File: src/rtl/space_pkg.sv
// Shared definitions for the player and laser blocks: laser FSM states and
// playfield border constants.
package space_pkg;

  typedef enum logic [1:0] {
    LASER_IDLE     = 2'd0,
    LASER_FLIGHT   = 2'd1,
    LASER_COOLDOWN = 2'd2
  } laser_state_e;

  localparam logic [9:0] top_border   = 10'd8;
  localparam logic [9:0] left_border  = 10'd9;
  localparam logic [9:0] right_border = 10'd630;

endpackage

File: src/rtl/counter.sv
// Loadable down counter that saturates at zero; load takes priority over down.
module counter #(
  parameter int unsigned width_p = 4
) (
  input  logic               clk_i,
  input  logic               reset_ni,
  input  logic               load_i,
  input  logic [width_p-1:0] load_val_i,
  input  logic               down_i,
  output logic [width_p-1:0] count_o
);

  logic [width_p-1:0] count_q, count_d;

  always_comb begin
    count_d = count_q;
    if (load_i) begin
      count_d = load_val_i;
    end else if (down_i && (count_q != '0)) begin
      count_d = count_q - {{(width_p-1){1'b0}}, 1'b1};
    end
  end

  always_ff @(posedge clk_i or negedge reset_ni) begin
    if (!reset_ni) begin
      count_q <= '0;
    end else begin
      count_q <= count_d;
    end
  end

  assign count_o = count_q;

endmodule

File: src/rtl/player_laser.sv
// Player laser: fire on shoot edge, climb one step per frame tick, then cool down.
// Define PLAYER_LASER_AUTOFIRE_EN to fire on a held shoot_i level instead of edges.
module player_laser
  import space_pkg::*;
#(
  parameter logic [11:0] color_p    = 12'hF00,
  parameter logic [9:0]  step_p     = 10'd8,
  parameter logic [9:0]  spawn_y_p  = 10'd440,
  parameter logic [9:0]  laser_h_p  = 10'd12,
  parameter logic [3:0]  cooldown_p = 4'd3
) (
  input  logic       clk_i,
  input  logic       reset_ni,
  input  logic       frame_tick_i,
  input  logic       shoot_i,
  input  logic       alive_i,
  input  logic       freeze_i,
  input  logic [9:0] gun_pos_i,
  input  logic       hit_target_i,
  output logic       fired_o,
  output logic       miss_o,
  output logic       laser_active_o,
  output logic [9:0] laser_x_o,
  output logic [9:0] laser_y_top_o,
  output logic [9:0] laser_y_bot_o,
  output logic [3:0] laser_red_o,
  output logic [3:0] laser_green_o,
  output logic [3:0] laser_blue_o,
  output logic [1:0] state_o
);

  laser_state_e state_q, state_d;
  logic         shoot_prev_q;
  logic         fired_q, fired_d;
  logic         miss_q, miss_d;
  logic [9:0]   x_q, x_d;
  logic [9:0]   y_q, y_d;
  logic         cd_load, cd_down;
  logic [3:0]   cd_count;
  logic         fire_req;
  logic         tick_run;
  logic         in_flight;

`ifdef PLAYER_LASER_AUTOFIRE_EN
  assign fire_req = shoot_i;
`else
  assign fire_req = shoot_i & ~shoot_prev_q;
`endif

  assign tick_run = frame_tick_i & ~freeze_i;

  always_comb begin
    state_d = state_q;
    x_d     = x_q;
    y_d     = y_q;
    fired_d = 1'b0;
    miss_d  = 1'b0;
    cd_load = 1'b0;
    cd_down = 1'b0;
    case (state_q)
      LASER_IDLE: begin
        if (alive_i && !freeze_i && fire_req) begin
          state_d = LASER_FLIGHT;
          x_d     = gun_pos_i;
          y_d     = spawn_y_p;
          fired_d = 1'b1;
        end
      end
      LASER_FLIGHT: begin
        // Priority: death, then hit, then a tick (which may leave the top).
        if (!alive_i) begin
          state_d = LASER_IDLE;
          x_d     = '0;
          y_d     = '0;
        end else if (hit_target_i) begin
          state_d = LASER_COOLDOWN;
          cd_load = 1'b1;
          x_d     = '0;
          y_d     = '0;
        end else if (tick_run) begin
          if (y_q < (top_border + step_p)) begin
            state_d = LASER_COOLDOWN;
            cd_load = 1'b1;
            miss_d  = 1'b1;
            x_d     = '0;
            y_d     = '0;
          end else begin
            y_d = y_q - step_p;
          end
        end
      end
      LASER_COOLDOWN: begin
        if (!alive_i || (cd_count == '0)) begin
          state_d = LASER_IDLE;
        end else if (tick_run) begin
          cd_down = 1'b1;
          if (cd_count == 4'd1) begin
            state_d = LASER_IDLE;
          end
        end
      end
      default: begin
        state_d = LASER_IDLE;
        x_d     = '0;
        y_d     = '0;
      end
    endcase
  end

  always_ff @(posedge clk_i or negedge reset_ni) begin
    if (!reset_ni) begin
      state_q      <= LASER_IDLE;
      shoot_prev_q <= 1'b0;
      fired_q      <= 1'b0;
      miss_q       <= 1'b0;
      x_q          <= '0;
      y_q          <= '0;
    end else begin
      state_q      <= state_d;
      shoot_prev_q <= shoot_i;
      fired_q      <= fired_d;
      miss_q       <= miss_d;
      x_q          <= x_d;
      y_q          <= y_d;
    end
  end

  counter #(
    .width_p(4)
  ) u_cooldown (
    .clk_i     (clk_i),
    .reset_ni  (reset_ni),
    .load_i    (cd_load),
    .load_val_i(cooldown_p),
    .down_i    (cd_down),
    .count_o   (cd_count)
  );

  assign in_flight      = (state_q == LASER_FLIGHT);
  assign fired_o        = fired_q;
  assign miss_o         = miss_q;
  assign laser_active_o = in_flight;
  assign laser_x_o      = in_flight ? x_q : '0;
  assign laser_y_top_o  = in_flight ? y_q : '0;
  assign laser_y_bot_o  = in_flight ? (y_q + laser_h_p) : '0;
  assign laser_red_o    = color_p[11:8];
  assign laser_green_o  = color_p[7:4];
  assign laser_blue_o   = color_p[3:0];
  assign state_o        = state_q;

endmodule
File: config.mk
export PLATFORM = sky130hd
export DESIGN_NAME = player_laser
export DESIGN_NICKNAME = d
export VERILOG_FILES = /design/src/rtl/space_pkg.sv /design/src/rtl/counter.sv /design/src/rtl/player_laser.sv
export SDC_FILE = /design/constraint.sdc
export NUM_CORES = 1
export LEC_CHECK = 0
export ABC_AREA = 1
export BUFFER_PORTS_ARGS = -buffer_cell sky130_fd_sc_hd__buf_2
export CAP_MARGIN = 20
export CORE_ASPECT_RATIO = 1.25
export CORE_MARGIN = 4
export CORE_UTILIZATION = 40
export DETAILED_ROUTE_END_ITERATION = 8
export HOLD_SLACK_MARGIN = 0.03
export PLACE_DENSITY = 0.66
export SYNTH_ARGS = -nofsm -noshare
export SYNTH_HDL_FRONTEND = slang
export SYNTH_SLANG_ARGS = --single-unit
File: constraint.sdc
create_clock -name clk_i -period 2.55 [get_ports clk_i]
set_input_delay 0.51 -clock clk_i [delete_from_list [all_inputs] [get_ports clk_i]]
set_output_delay 0.51 -clock clk_i [all_outputs]
set_load 0.005 [all_outputs]
==> results of run 1 <==
cell type report:
| type | count | share of cell area [%] |
|---|---|---|
| tap | 58 | 3.483 |
| timing repair buffer | 47 | 11.41 |
| multi-input combinational | 175 | 43.24 |
| sequential | 26 | 31.23 |
| clock inverter | 1 | 1.441 |
| clock buffer | 3 | 1.982 |
| inverter | 38 | 7.207 |
synth_stat cells, types with 3 or more instances:
cell	instances
inv_1	31
nor2_2	3
o21ai_0	8
nand2_4	4
nand3_1	10
ha_1	4
nor2_1	30
nand2_1	72
nor2_4	3
a21oi_1	4
buf_4	19
dfrtp_1	26
xor2_1	3
inv_2	5
sequential cells by signal (all words and copies together) (netlist names):
name and flops:
u_cooldown.count_o 4, shoot_prev_q 1, state_o 2, y_q 7
miss_o 1, fired_o 1, x_q 10
kinds of logic after synthesis:
logic type,Yosys count,share of synthesized area [%]
AND/OR/NAND/NOR,134,37.10
XOR/XNOR,4,1.942
other,2,0.4162
AO/OA/AOI/OAI,16,4.577
flip-flops,26,36.06
adder cells (fa/ha/maj),4,2.774
buffers and inverters,59,17.13
power breakdown:
group / switching, µW / internal [µW]
clock: 129 / 210
combinational: 266 / 169
sequential: 109 / 495
total: 504 / 875
worst max-delay path, delay by kind of cell, from the launching register on:
family | cells | cell delay (ns)
adder cells (fa/ha/maj) | 1 | 0.24
buffers and inverters | 1 | 0.13
AND/OR/NAND/NOR | 2 | 0.28
flip-flops | 1 | 0.51
AO/OA/AOI/OAI | 2 | 0.22
worst min path at each step:
stage / from / endpoint / slack (ns)
final: reset_ni / u_cooldown.count_o[2]$_DFFE_PN0P_ / 0.23
after global routing: reset_ni / u_cooldown.count_o[2]$_DFFE_PN0P_ / 0.28
after CTS: reset_ni / u_cooldown.count_o[2]$_DFFE_PN0P_ / 0.25
after detailed placement: x_q[2]$_DFFE_PN0P_ / x_q[2]$_DFFE_PN0P_ / 0.46
after global placement: x_q[8]$_DFFE_PN0P_ / x_q[8]$_DFFE_PN0P_ / 0.46
after floorplan: reset_ni / fired_o$_DFF_PN0_ / 0.21
cell usage in the layout (no fill, tap or decap), types with 2 or more instances in the layout:
| cell | count |
|---|---|
| a31oi_1 | 2 |
| o21ai_1 | 2 |
| ha_1 | 4 |
| xor2_1 | 3 |
| nor2_8 | 2 |
| buf_2 | 46 |
| nor2_2 | 3 |
| nand3_1 | 10 |
| a21oi_1 | 4 |
| nor2_1 | 30 |
| nor2_4 | 3 |
| nor3_1 | 2 |
| clkbuf_8 | 3 |
| nand2_4 | 4 |
| o21ai_0 | 8 |
| conb_1 | 17 |
| nand3_2 | 2 |
| dfrtp_1 | 26 |
| nand2_1 | 72 |
| inv_1 | 31 |
| inv_2 | 5 |
through the flow:
step	instance area [µm²]	util [%]
after floorplan	1861	-
after global placement	2012	45.81
after detailed placement	2012	45.81
after CTS	2083	47.44
after global routing	2083	47.44
final	2083	47.44
routing by layer:
layer / wire length [µm] / vias to the layer above / GRT usage (%)
li1: - / 796 / -
met1: 1452 / 689 / 16.11
met2: 1859 / 34 / 25.00
met3: 178 / 2 / 2.030
met4: 19 / 0 / 3.255
met5: 0 / - / 0
==> results.tsv, run 1 <==
metric	value	unit
outcome	finished clean	
share of cells above drive strength 1	26.21	%
worst hold slack	0.2305	ns
sequential area share after synthesis	36.06	%
IO Pins	64	
# nets final	312	
CP max stage cell	dfrtp_1	
Largest stage delay, worst path	0.51	ns
worst path cell trace	ha_1 -> nand2_1 -> nor3_2 -> a21oi_1 -> a31oi_1 -> buf_2	
drt total wl	3508	µm
post-route ant nets	0	
crit path max fanout	5	
Cell Pwr Density	661.6	nW/µm²
hold buffer count at cts	0	
Fin. Hold Viols	0	
pre-CTS setup slack	0.6827	ns
chip width	68.07	µm
residual DRC count	0	
VDD IR max	271.2	µV
top cell type's share of synthesized area	36.06	%
Leakage	0.001179	µW
Tot Pwr	1378	µW
via/cell ratio	4.371	
postcts setup bufs	0	
Slew headroom	49.40	%
reg2reg setup slack	0.97	ns
Hold WC Path Type	input port to asynchronous set/reset pin	
CP Capture Type	output port	
Tot GR Track Use	13.70	%
Post-Syn Instances	245	
grt ovf	0	
r2r startpoint	state_o[0]$_DFFE_PN0P_	
Max Fclk	461.6	MHz
Mapped Avg Cell Area	7.364	µm²
Clock Path Buffers	2	
placed cell count	344	
Clock Latency Late Sink	0.27	ns
die height	83.09	µm
Initial DRC Count	43	
Setup Viol. Count Final	0	
reg2reg end	x_q[8]$_DFFE_PN0P_	
reg2reg path depth	5	
# resized after CTS	0	
Synth Flop Type	dfrtp_1	
top area cells in the synthesized netlist	dfrtp_1 (36%), nand2_1 (15%), buf_4 (7.9%)	
crit path launch	y_q[4]$_DFFE_PN0P_	
first-pass GRT wire length	6168	µm
register area	650.6	µm²
Max-Cap Viols	0	
vias in the first global route	1456	
Multi-input gate area	900.9	µm²
# H-tree levels	1	
gpl congestion	0.8302	
# port buffers	46	
worst slew pin tran	0.7562	ns
fin crit share	84.95	%
synth warn	0	
Setup TNS	0	ns
DP HPWL	2776	µm
RSZ-0062 raised after global routing	false	
FP Rows	27	
CTS buffer count	3	
post-synth cell types	31	
Via Count	1521	
CORE AREA	4392	µm²
initial antenna violation count	0	
Initial Utilization	41.08	%
Final Critical Period	2.166	ns
Layout area overhead	15.46	%
pin count of the biggest net entering global routing	27	
area leader, netlist	dfrtp_1	
fillers	475	
WP data arrival	1.66	ns
final worst setup slack	0.3838	ns
Post-Syn Area	1804	µm²
async set-reset flop share out of synthesis	100.0	%
Routed WL per cell	10.08	µm
die area	5656	µm²
Max Clock Skew	0.003028	ns
Non-Filler Instances	348	
CTS root buf	clkbuf_8	
crit path kind	flip-flop to output port	
required time of the worst setup path	2.04	ns
router iterations before antenna repair	4	
post-synthesis register bit count	26	
Worst-path clk slew	0.09	ns
clk sinks	26	
Antenna Cells	0	
CP Launch Type	flip-flop	
CP Capture Point	laser_y_bot_o[9]	
CTS tree	done	
Slew Viols, Final	0	
number of flops mapped to enable cells by yosys	0	
(Power assumes the default switching activity.)
==> inputs of run 2 (changes only) <==
==> constraint.sdc (replaced) <==
create_clock -name clk_i -period 2.13 [get_ports clk_i]
set_input_delay 0.426 -clock clk_i [delete_from_list [all_inputs] [get_ports clk_i]]
set_output_delay 0.426 -clock clk_i [all_outputs]
set_load 0.005 [all_outputs]
==> run 2 against run 1 <==
Cell area is 0.48% higher. Clock skew hardly changed. Clock power is 20% higher. Clock-buffer cell count stayed put. Wire length is 1.0% higher. Sequential share of layout area hardly changed. Via count is 0.85% higher. First-iteration DRC count is 79% higher. Worst setup slack worse by 0.24 ns. Critical path depth stayed put. Hold slack worse by 0.083 ns.
==> results.tsv, run 2 (same netlist as run 1, synthesis figures left out) <==
metric	value	unit	change
crit path buf inv count	1		unchanged
# nets final	313		+0.32%
Reg with most FFs	x_q		
required time of the worst setup path	1.70	ns	-0.34 ns
postcts setup bufs	0		unchanged
Routed WL per cell	10.15	µm	+0.74%
first-pass GRT wire length	6189	µm	+0.34%
Setup Viol. Count Final	0		unchanged
Antenna Cells	0		unchanged
outcome	finished clean		
chip width	68.07	µm	unchanged
M1 GR Usage	15.77	%	-0.34 points
IO Pins	64		unchanged
clk sinks	26		unchanged
Max Fclk	502.3	MHz	
initial antenna violation count	0		unchanged
Multi-input gate area	900.9	µm²	unchanged
busiest grt layer	met2		
fillers	462		-2.7%
Initial Utilization	41.08	%	unchanged
met2 global-route usage	24.47	%	-0.53 points
residual DRC count	0		unchanged
Worst-path clk slew	0.09	ns	about the same
Clock Latency Late Sink	0.27	ns	about the same
Final Critical Period	1.991	ns	
RSZ-0062 raised after global routing	true		
die height	83.09	µm	unchanged
Slew headroom	60.90	%	+12 points
drt total wl	3544	µm	+1.0%
Max-Cap Viols	0		unchanged
CTS buffer count	3		unchanged
Clock Path Buffers	2		unchanged
VDD IR max	371.7	µV	+37%
Slew Viols, Final	0		unchanged
via/cell ratio	4.395		+0.57%
router iterations before antenna repair	4		unchanged
pin count of the biggest net entering global routing	27		unchanged
vias in the first global route	1527		+4.9%
CP Capture Type	output port		
CTS root buf	clkbuf_8		
DP HPWL	2814	µm	+1.4%
fin crit share	93.46	%	
post-route ant nets	0		unchanged
Layout area overhead	16.02	%	
CTS tree	done		
Cell Pwr Density	792.4	nW/µm²	+20%
Leakage	0.001182	µW	+0.29%
Hold WC Path Type	input port to asynchronous set/reset pin		
Max Clock Skew	0.002698	ns	-0.0003302 ns
FP Rows	27		unchanged
gpl congestion	0.8277		-0.30%
CORE AREA	4392	µm²	unchanged
Initial DRC Count	77		+79%
Fin. Hold Viols	0		unchanged
commonest non-fill, non-tap cell in the layout	nand2_1		
# port buffers	46		unchanged
commonest non-fill, non-tap cells in the layout	nand2_1 (72), buf_2 (46), inv_1 (31)		
Tot GR Track Use	13.67	%	-0.027 points
Largest stage delay, worst path	0.46	ns	-0.05 ns
Setup TNS	0	ns	unchanged
crit path kind	flip-flop to output port		
CP Launch Type	flip-flop		
final worst setup slack	0.1392	ns	-0.2446 ns
GR Util met3	2.030	%	unchanged
pre-CTS setup slack	0.3237	ns	-0.3590 ns
CP top delay family	flip-flops		
CP max stage cell	dfrtp_2		
register area	653.1	µm²	+0.38%
share of cells above drive strength 1	27.15	%	+0.94 points
grt ovf	0		unchanged
die area	5656	µm²	unchanged
crit path max fanout	5		unchanged
WP data arrival	1.56	ns	-0.10 ns
worst path cell trace	ha_1 -> nand2_1 -> nor3_2 -> a21oi_1 -> a31oi_1 -> buf_2		
worst slew pin tran	0.5864	ns	-0.1698 ns
Via Count	1534		+0.85%
# H-tree levels	1		unchanged
max reg flops	10		unchanged
run 2: worst paths after layout:
| path | to | slack (ns) | depth (start not counted) | startpoint |
|---|---|---|---|---|
| hold / removal | u_cooldown.count_o[2]$_DFFE_PN0P_ | 0.15 | 1 | reset_ni |
| min in group clk_i | shoot_prev_q$_DFF_PN0_ | 0.28 | 1 | shoot_i |
| hold reg to reg | x_q[2]$_DFFE_PN0P_ | 0.48 | 2 | x_q[2]$_DFFE_PN0P_ |
| max in group asynchronous | y_q[4]$_DFFE_PN0P_ | 1.56 | 1 | reset_ni |
| setup reg to reg | y_q[7]$_DFFE_PN0P_ | 0.73 | 8 | y_q[3]$_DFFE_PN0P_ |
| setup / recovery | laser_y_bot_o[9] | 0.14 | 6 | y_q[4]$_DFFE_PN0P_ |
run 2: routing by layer:
layer	wire length, µm	share of wire [%]	vias to the layer above
met5	0	0	-
met4	37	1.0	0
met3	184	5.2	4
met2	1841	52	34
met1	1480	42	699
li1	-	-	797
run 2: area by class of cell:
| cell class | instances | share of cell area (%) |
|---|---|---|
| Inverter | 38 | 7.173 |
| Clock inverter | 1 | 1.435 |
| Tap cell | 58 | 3.467 |
| Multi-Input combinational cell | 175 | 43.04 |
| Sequential cell | 26 | 31.20 |
| Timing Repair Buffer | 48 | 11.72 |
| Clock buffer | 3 | 1.973 |
run 2: metrics by stage:
step	cell area, µm²	cells	util (%)	power (µW)	hold WS, ns
global placement	2019	345	45.98	1252	0.4579
finish	2093	349	47.66	1659	0.1474
detailed placement	2019	345	45.98	1260	0.4600
global route	2093	349	47.66	1809	0.1917
floorplan	1861	260	-	1157	0.1304
CTS	2091	349	47.61	1678	0.1690
run 2: report_power, final:
group / switching, µW / leakage, µW / internal (µW)
clock: 157 / 0.0000357 / 251
sequential: 132 / 0.000330 / 597
combinational: 319 / 0.000817 / 203
total: 608 / 0.00118 / 1050
run 2: timing repair:
action,CTS,global route
resized for setup,0,2
setup endpoints to repair,0,2
hold buffers,0,0
